`config.mk`:
```
export PLATFORM = sky130hd
export DESIGN_NAME = instruction_fetch_unit
export DESIGN_NICKNAME = d
export VERILOG_FILES = /design/src/rtl/cpu_pkg.sv /design/src/rtl/pc_target_adder.sv /design/src/rtl/instruction_fetch_unit.sv
export SDC_FILE = /design/constraint.sdc
export NUM_CORES = 1
export LEC_CHECK = 0
export BUFFER_PORTS_ARGS = -buffer_cell sky130_fd_sc_hd__buf_4
export CAP_MARGIN = 20
export CORE_ASPECT_RATIO = 1.2
export CORE_UTILIZATION = 45
export CTS_CLUSTER_SIZE = 14
export DETAILED_ROUTE_END_ITERATION = 8
export PLACE_DENSITY = 0.78
export SETUP_SLACK_MARGIN = 0.15
export SLEW_MARGIN = 0
export SYNTH_ARGS = -nofsm -noshare
export SYNTH_HDL_FRONTEND = slang
export SYNTH_HIERARCHICAL = 1
export SYNTH_SLANG_ARGS = --single-unit
```
`constraint.sdc`:
```
create_clock -name CLK -period 4 [get_ports CLK]
set_clock_uncertainty 0.05 [all_clocks]
set_input_delay 0.4 -clock CLK [delete_from_list [all_inputs] [get_ports CLK]]
set_output_delay 0.4 -clock CLK [all_outputs]
set_load 0.03 [all_outputs]
```
`src/rtl/cpu_pkg.sv`:
```
// Shared definitions for the single-cycle CPU: fetch FSM encoding, bubble word,
// instruction field positions and control-flow opcodes.
package cpu_pkg;

    typedef enum logic {
        S_FETCH = 1'b0,
        S_EXEC  = 1'b1
    } fetch_state_t;

    localparam logic [31:0] BUBBLE_INSTR = 32'hFF00_0000;

    localparam int OPCODE_MSB = 31;
    localparam int OPCODE_LSB = 24;
    localparam int OFFSET_MSB = 23;
    localparam int OFFSET_LSB = 16;
    localparam int RD_MSB     = 23;
    localparam int RD_LSB     = 16;
    localparam int RT_MSB     = 15;
    localparam int RT_LSB     = 8;
    localparam int RS_MSB     = 7;
    localparam int RS_LSB     = 0;

    localparam logic [7:0] OP_JUMP = 8'h06;
    localparam logic [7:0] OP_BEQ  = 8'h07;
    localparam logic [7:0] OP_BNE  = 8'h0C;

    // Packs the four byte fields into an instruction word.
    function automatic logic [31:0] make_instr(input logic [7:0] opcode,
                                               input logic [7:0] rd_offset,
                                               input logic [7:0] rt,
                                               input logic [7:0] rs_imm);
        logic [31:0] word;
        word = '0;
        word[OPCODE_MSB:OPCODE_LSB] = opcode;
        word[RD_MSB:RD_LSB]         = rd_offset;
        word[RT_MSB:RT_LSB]         = rt;
        word[RS_MSB:RS_LSB]         = rs_imm;
        return word;
    endfunction

endpackage

```
`src/rtl/pc_target_adder.sv`:
```
// Computes the sequential PC and the PC-relative target (offset counts words).
module pc_target_adder (
    input  logic [31:0] pc,
    input  logic [7:0]  offset,
    output logic [31:0] pc4,
    output logic [31:0] tgt
);

    logic [31:0] offs;

    // Sign-extended word offset; the two zero LSBs keep targets word-aligned.
    assign offs = {{22{offset[7]}}, offset, 2'b00};
    assign pc4  = pc + 32'd4;
    assign tgt  = pc4 + offs;

endmodule

```
`src/rtl/instruction_fetch_unit.sv`:
```
// Owns the PC, fetches from the instruction cache and feeds control_unit,
// substituting a bubble word whenever no fetched instruction is executing.
module instruction_fetch_unit #(
    parameter logic [31:0] RESET_VECTOR = 32'h0000_0000,
    parameter logic [31:0] BUBBLE_INSTR = cpu_pkg::BUBBLE_INSTR
) (
    input  logic        CLK,
    input  logic        RESET,
    input  logic        I_BUSYWAIT,
    input  logic [31:0] I_READDATA,
    input  logic        D_BUSYWAIT,
    input  logic        JUMP,
    input  logic        BRANCHEQ,
    input  logic        BRANCHNE,
    input  logic        ZERO,
    output logic        I_READ,
    output logic [31:0] I_ADDRESS,
    output logic [31:0] INSTRUCTION,
    output logic        INSTR_VALID
);

    import cpu_pkg::*;

    fetch_state_t state, next_state;
    logic [31:0]  pc;
    logic [31:0]  ir;
    logic [31:0]  pc4;
    logic [31:0]  tgt;
    logic [31:0]  next_pc;
    logic         take_tgt;
    logic         load_ir;
    logic         retire;

    pc_target_adder u_pc_target_adder (
        .pc     (pc),
        .offset (ir[OFFSET_MSB:OFFSET_LSB]),
        .pc4    (pc4),
        .tgt    (tgt)
    );

    // Every taken form (jump, beq, bne) selects the same target, so JUMP
    // priority holds trivially.
    assign take_tgt = JUMP | (BRANCHEQ & ZERO) | (BRANCHNE & ~ZERO);
    assign next_pc  = take_tgt ? tgt : pc4;

    // NOTE: every output of this block gets a default first so no latch is inferred.
    always_comb begin
        next_state  = state;
        I_READ      = 1'b0;
        INSTR_VALID = 1'b0;
        INSTRUCTION = BUBBLE_INSTR;
        load_ir     = 1'b0;
        retire      = 1'b0;
        unique case (state)
            S_FETCH: begin
                I_READ  = ~RESET;
                load_ir = ~I_BUSYWAIT;
                if (!I_BUSYWAIT) next_state = S_EXEC;
            end
            S_EXEC: begin
                INSTR_VALID = 1'b1;
                INSTRUCTION = ir;
                retire      = ~D_BUSYWAIT;
                if (!D_BUSYWAIT) next_state = S_FETCH;
            end
            default: next_state = S_FETCH;
        endcase
    end

    // NOTE: state registers use non-blocking assignments so all updates land together at the edge.
    always_ff @(posedge CLK) begin
        if (RESET) begin
            state <= S_FETCH;
            pc    <= RESET_VECTOR;
            ir    <= BUBBLE_INSTR;
        end else begin
            state <= next_state;
            if (load_ir) ir <= I_READDATA;
            if (retire) begin
                pc <= next_pc;
                ir <= BUBBLE_INSTR;
            end
        end
    end

    assign I_ADDRESS = pc;

endmodule
```
==> reports/qor.csv, run 1 <==
metric,value,unit
finalHoldViolCount,0,
cts_root_buffer,clkbuf_16,
min_path_cells,2,
cp_common_cell,a21o_1,
max_freq,270,MHz
synth_cells,667,
synth-simple-area-share,0.228,
period_needed,3.71,ns
crit_slowest_cell,dfxtp_2,
min_path_type,input port to register,
slew_viol_final,0,
gp_congestion,0.888,
ios,106,
core_area,0.0111,mm²
synth_seq_cells,65,
synth.distinct_cells,60,
fin_crit_sh,0.928,
tritoncts,built,
async_flop_share,0,
irDropWorstVdd,188,µV
rows,42,
cp_max_fo,6,
synth_compound_area_frac,0.275,
critPathKind,register to register,
drt_pass1_iterations,4,
setup_slack,0.290,ns
holdPathEnd,state$_SDFF_PP0_,
grt_max_degree,65,
worst_pin_slew,1.07,ns
hp-start,I_BUSYWAIT,
synth_top_family_by_area,compound AO/OA/AOI/OAI gates,
post-synth-top-count-cell,nand2_1,
r2r_cells,16,
multiInputGateArea,0.00360,mm²
fin_tns_setup,0,ns
antenna_found_initial,0,
synth_mux_area_frac,0.00287,
arrival,3.84,ns
rrSetupSlack,0.29,ns
synth_top_area_share,0.249,
slowest_delay,0.37,ns
start_util,0.469,
p_leak,2.68,nW
r2r-start,I_ADDRESS[6]$_SDFFE_PP0P_,
ant_nets,0,
cts_buffers,9,
synth-xor-area-share,0.0872,
fp.dieArea,0.0120,mm²
cts.clk_slew.worst_paths,0.06,ns
status,finished clean,
vias,5185,
syn_nets,741,
power_density,278,mW/mm²
synth_top_area_cell,dfxtp_1,
synth_area,0.00522,mm²
hpwl,10400,µm
routed_wl,14500,µm
start_kind,register,
grt_pass1_vias,5010,
ys_top_cells_by_area,"dfxtp_1 25%, nand2_1 8.7%, o221ai_2 8.6%",
port_buffers,105,
post_drt_wl_per_cell,15.9,µm
ys_top_cells_by_count,"121 x nand2_1, 65 x dfxtp_1, 55 x a21oi_1",
place_ws,0.129,ns
clkLatencyLatePin,0.33,ns
r2r_end,I_ADDRESS[28]$_SDFFE_PP0P_,
drtIter0Drc,273,
nNetsFinal,826,
ys_warn_count,6,
grt_usage,0.241,
synth_fa_ha_area_frac,0.0829,
synth_ff_type,dfxtp_1,
crit_chain,"and4_4, nand3_1, nor2_2, and2_4, nand4_1, xnor2_2, ha_2, a21o_1, a21o_1, a221oi_1, o21ai_0, o21bai_2, and4b_1, a211o_1, o211ai_1, o221ai_2",
relSlewSlack,0.288,
overflow,0,
synth_enable_flop_cells,0,
setup_violations,0,
regArea,0.00131,mm²
synth_seq_area_share,0.249,
rsz0062_at_grt,yes,
cp.required,4.13,ns
end_kind,register,
syn_avg_cell_area,7.83,µm²
drc_errors,0,
fill_cells,1021,
die_h,120,µm
die_w,100,µm
cts_sinks,65,
clk_path_buf_depth,2,
n_antenna_cell,0,
syn_to_final_growth,23.7,%
via_per_inst,5.69,
drive_gt1_frac,0.258,
htree_levels,3,
maxCapViolations,0,
grt_first_pass_wirelength,23300,µm
## cell usage in the layout, fill, tap and decap left out, types with 14 or more instances in the layout
master	netlist	layout
xnor2_1	40	37
buf_4	5	119
o211ai_1	32	32
inv_1	42	42
and2_1	29	28
ha_1	33	29
a21oi_1	55	55
nor2_1	19	16
dfxtp_1	65	60
nand4_1	14	14
nand3_1	24	24
o221ai_2	30	30
nand2_1	121	121
## kinds of logic after synthesis
group           after synthesis
flops                        65
compound gates              179
mux                           1
buf+inv                      88
fa+ha+maj                    34
simple gates                248
xor+xnor                     52
## repair_timing
action / 4_1_cts / 5_1_grt
gates resized for setup: 1 / 19
pin swaps: 0 / 1
setup endpoints to repair: 1 / 6
hold buffers: 0 / 0
setup buffers: 0 / 1
## critical path, delay by kind of cell, from the launching register on
| kind | cells | cell delay [ns] |
|---|---|---|
| AO/OA/AOI/OAI | 8 | 1.43 |
| XOR/XNOR | 1 | 0.22 |
| adder cells (fa/ha/maj) | 1 | 0.33 |
| flip-flops | 1 | 0.37 |
| AND/OR/NAND/NOR | 6 | 1.16 |
## final cells by class
class	count	area share
Clock buffer	11	0.0376
Clock inverter	5	0.00852
Inverter	42	0.0244
Multi-Input combinational cell	514	0.557
Sequential cell	65	0.202
Tap cell	154	0.0298
Timing Repair Buffer	120	0.140
## per-layer routing
metal  wire [µm]  GRT usage
met1        6130      0.281
met2        7210      0.432
met3         756     0.0315
met4         420      0.114
met5           5          0
## worst max-delay path by stage
| stage | startpoint | slack, ns | end | cells after the start |
|---|---|---|---|---|
| after floorplan | I_ADDRESS[4]$_SDFFE_PP0P_ | 0.22 | I_ADDRESS[28]$_SDFFE_PP0P_ | 17 |
| after global placement | I_ADDRESS[6]$_SDFFE_PP0P_ | 0.29 | I_ADDRESS[28]$_SDFFE_PP0P_ | 16 |
| after detailed placement | I_ADDRESS[6]$_SDFFE_PP0P_ | 0.13 | I_ADDRESS[28]$_SDFFE_PP0P_ | 16 |
| after CTS | I_ADDRESS[6]$_SDFFE_PP0P_ | 0.19 | I_ADDRESS[28]$_SDFFE_PP0P_ | 16 |
| after global routing | I_ADDRESS[6]$_SDFFE_PP0P_ | 0.11 | I_ADDRESS[28]$_SDFFE_PP0P_ | 16 |
| final | I_ADDRESS[6]$_SDFFE_PP0P_ | 0.29 | I_ADDRESS[28]$_SDFFE_PP0P_ | 16 |
## power by group
group / leakage (nW) / internal (mW) / switching (mW)
clock: 0.142 / 0.497 / 0.292
sequential: 0.532 / 0.675 / 0.0210
combinational: 2.01 / 0.115 / 0.195
## registers in the layout, indices dropped and copies added, names as in the netlist
register   cells
ir            32
state          1
I_ADDRESS     32
## through the flow
step / instances / util / area (µm²) / hold WS (ns) / total power [mW]
floorplan: 667 / - / 5220 / 0.382 / 0.917
global placement: 893 / 0.545 / 6070 / 0.388 / 1.00
detailed placement: 893 / 0.545 / 6070 / 0.393 / 1.01
CTS: 909 / 0.572 / 6370 / 0.213 / 1.81
global route: 911 / 0.580 / 6460 / 0.221 / 1.87
finish: 911 / 0.580 / 6460 / 0.220 / 1.80
Power figures use the tool's default switching activity.
==> run 2, diff against run 1 <==
==> constraint.sdc (replaced) <==
create_clock -name CLK -period 4.3 [get_ports CLK]
set_clock_uncertainty 0.05 [all_clocks]
set_input_delay 0.43 -clock CLK [delete_from_list [all_inputs] [get_ports CLK]]
set_output_delay 0.43 -clock CLK [all_outputs]
set_load 0.03 [all_outputs]
==> run 2 against run 1 <==
Combinational power down 7.1%. Largest power group unchanged. First-iteration DRC count down 7.0%. Clock power down 0.5%. Total power down 4.3%. Setup slack better by 0.13 ns. Sequential cell count unchanged. Largest cell class unchanged. Core utilization down 0.64 points. Die area unchanged. Wire length down 1.5%. Hold slack better by 0.032 ns. Sequential share of layout area up 0.15 points. Sequential power down 7.3%.
==> reports/qor.csv, run 2 (synthesis gave the netlist of run 1 again) <==
metric,value,unit,change
tritoncts,built,,
regArea,0.00130,mm²,-0.38%
r2r_cells,16,,unchanged
cts.clk_slew.worst_paths,0.06,ns,about the same
drtIter0Drc,254,,-7.0%
antenna_found_initial,0,,unchanged
n_antenna_cell,0,,unchanged
cp.required,4.43,ns,+0.30 ns
critPathLaunch,I_ADDRESS[5]$_SDFFE_PP0P_,,
min_path_type,input port to register,,
cts_hold_buf,0,,unchanged
rsz0062_at_grt,no,,
relSlewSlack,0.300,,+0.0119
die_h,120,µm,unchanged
clkLatencyLatePin,0.33,ns,about the same
post_dp_cell_area,0.00603,mm²,-0.74%
max_freq,258,MHz,-4.3%
cp_max_fo,6,,unchanged
critPathKind,register to register,,
clk_path_buf_depth,2,,unchanged
slew_viol_final,0,,unchanged
drt_pass1_iterations,5,,+1
die_w,100,µm,unchanged
path_buf_inv,0,,unchanged
cts_sinks,65,,unchanged
core_area,0.0111,mm²,unchanged
setup_violations,0,,unchanged
status,finished clean,,
min_path_cells,2,,unchanged
maxCapViolations,0,,unchanged
syn_to_final_growth,22.3,%,
start_kind,register,,
post_cts_buffers,0,,unchanged
final_common_cell,nand2_1,,
hpwl,10300,µm,-0.67%
fp.dieArea,0.0120,mm²,unchanged
drc_errors,0,,unchanged
finalHoldViolCount,0,,unchanged
htree_levels,3,,unchanged
post_drt_wl_per_cell,15.8,µm,-0.73%
r2r-start,I_ADDRESS[5]$_SDFFE_PP0P_,,
ios,106,,unchanged
cp_top_family,compound AO/OA/AOI/OAI gates,,
grt_first_pass_wirelength,23000,µm,-1.2%
multiInputGateArea,0.00355,mm²,-1.3%
cts_root_buffer,clkbuf_16,,
overflow,0,,unchanged
crit_slowest_cell,dfxtp_1,,
via_per_inst,5.75,,+1.1%
drive_gt1_frac,0.233,,-0.0243
finalInstanceArea,0.00639,mm²,-1.1%
routed_wl,14300,µm,-1.5%
holdPathEnd,state$_SDFF_PP0_,,
vias,5202,,+0.33%
worst_hold_slack,0.252,ns,+0.0320 ns
power_density,269,mW/mm²,-3.2%
crit_chain,"and4_4, nand3_1, nor2_1, and2_1, nand4_1, xnor2_2, ha_1, a21o_1, a21o_1, a221oi_2, o21ai_0, o21bai_1, and4b_1, a211o_1, o211ai_1, o221ai_2",,
rrSetupSlack,0.42,ns,+0.13 ns
grt_pass1_vias,4959,,-1.0%
fill_cells,1036,,+1.5%
r2r_end,I_ADDRESS[28]$_SDFFE_PP0P_,,
cp_common_cell,a21o_1,,
cts_buffers,9,,unchanged
grt_max_degree,65,,unchanged
ant_nets,0,,unchanged
port_buffers,105,,unchanged
hp-start,I_BUSYWAIT,,
end_kind,register,,
p_leak,2.65,nW,-1.0%
start_util,0.469,,unchanged
irDropWorstVdd,191,µV,+1.7%
final_util,0.573,,-0.00640
fin_tns_setup,0,ns,unchanged
arrival,4.01,ns,+0.17 ns
finalPower,1.72,mW,-4.3%
rows,42,,unchanged
slowest_delay,0.43,ns,+0.06 ns
grt_usage,0.237,,-0.00468
fin_crit_sh,0.902,,-0.0256
nNetsFinal,819,,-0.85%
period_needed,3.88,ns,+0.168 ns
worst_pin_slew,1.05,ns,-0.0178 ns
gp_congestion,0.937,,+5.5%
final_cell_mix,"121 x nand2_1, 112 x buf_4, 64 x dfxtp_1",,
[run 2: changes by cell type in the layout (fill, tap and decap cells not counted), sizes merged]
cell,delta
clkbuf,+2
clkinvlp,-1
clkinv,-1
buf,-7
[run 2: where the power goes]
group / switching [mW] / total (mW) / internal (mW)
combinational: 0.182 / 0.289 / 0.107
clock: 0.272 / 0.785 / 0.513
sequential: 0.0181 / 0.645 / 0.627
[run 2: metal layers]
| metal | share of wire | GRT usage |
|---|---|---|
| met1 | 0.41 | 0.268 |
| met5 | 0 | 0 |
| met3 | 0.065 | 0.0431 |
| met2 | 0.50 | 0.432 |
| met4 | 0.026 | 0.0942 |
[run 2: stage by stage]
step	setup slack (ns)	instances
3_5_place_dp	0.310	887
2_1_floorplan	0.522	667
4_1_cts	0.301	903
5_1_grt	0.179	904
6_report	0.421	904
3_3_place_gp	0.453	887
[run 2: how the worst max path moves through the flow]
stage / to / slack [ns] / cells after the start
detailed placement: I_ADDRESS[28]$_SDFFE_PP0P_ / 0.31 / 16
finish: I_ADDRESS[28]$_SDFFE_PP0P_ / 0.42 / 16
global route: I_ADDRESS[28]$_SDFFE_PP0P_ / 0.18 / 16
CTS: I_ADDRESS[28]$_SDFFE_PP0P_ / 0.30 / 16
floorplan: I_ADDRESS[28]$_SDFFE_PP0P_ / 0.52 / 17
global placement: I_ADDRESS[28]$_SDFFE_PP0P_ / 0.45 / 16
[run 2: cell type report]
type	count	area share
Tap cell	154	0.0302
Sequential cell	65	0.204
Clock inverter	3	0.00725
Clock buffer	13	0.0439
Timing Repair Buffer	113	0.134
Inverter	42	0.0247
Multi-Input combinational cell	514	0.556
[run 2: what timing repair did]
item                                    4_1_cts  5_1_grt
resized for setup                             0        5
endpoints found under the hold margin         0        0
endpoints found under the setup margin        0        3
[run 2: worst reg2reg max path: cells and delay by family, from the launching register on]
family	cells	cell delay, ns
AOI/OAI and AO/OA	8	1.42
and+or+nand+nor	6	1.26
xor gates and xnor gates	1	0.19
DFF	1	0.43
adders and majority gates	1	0.37
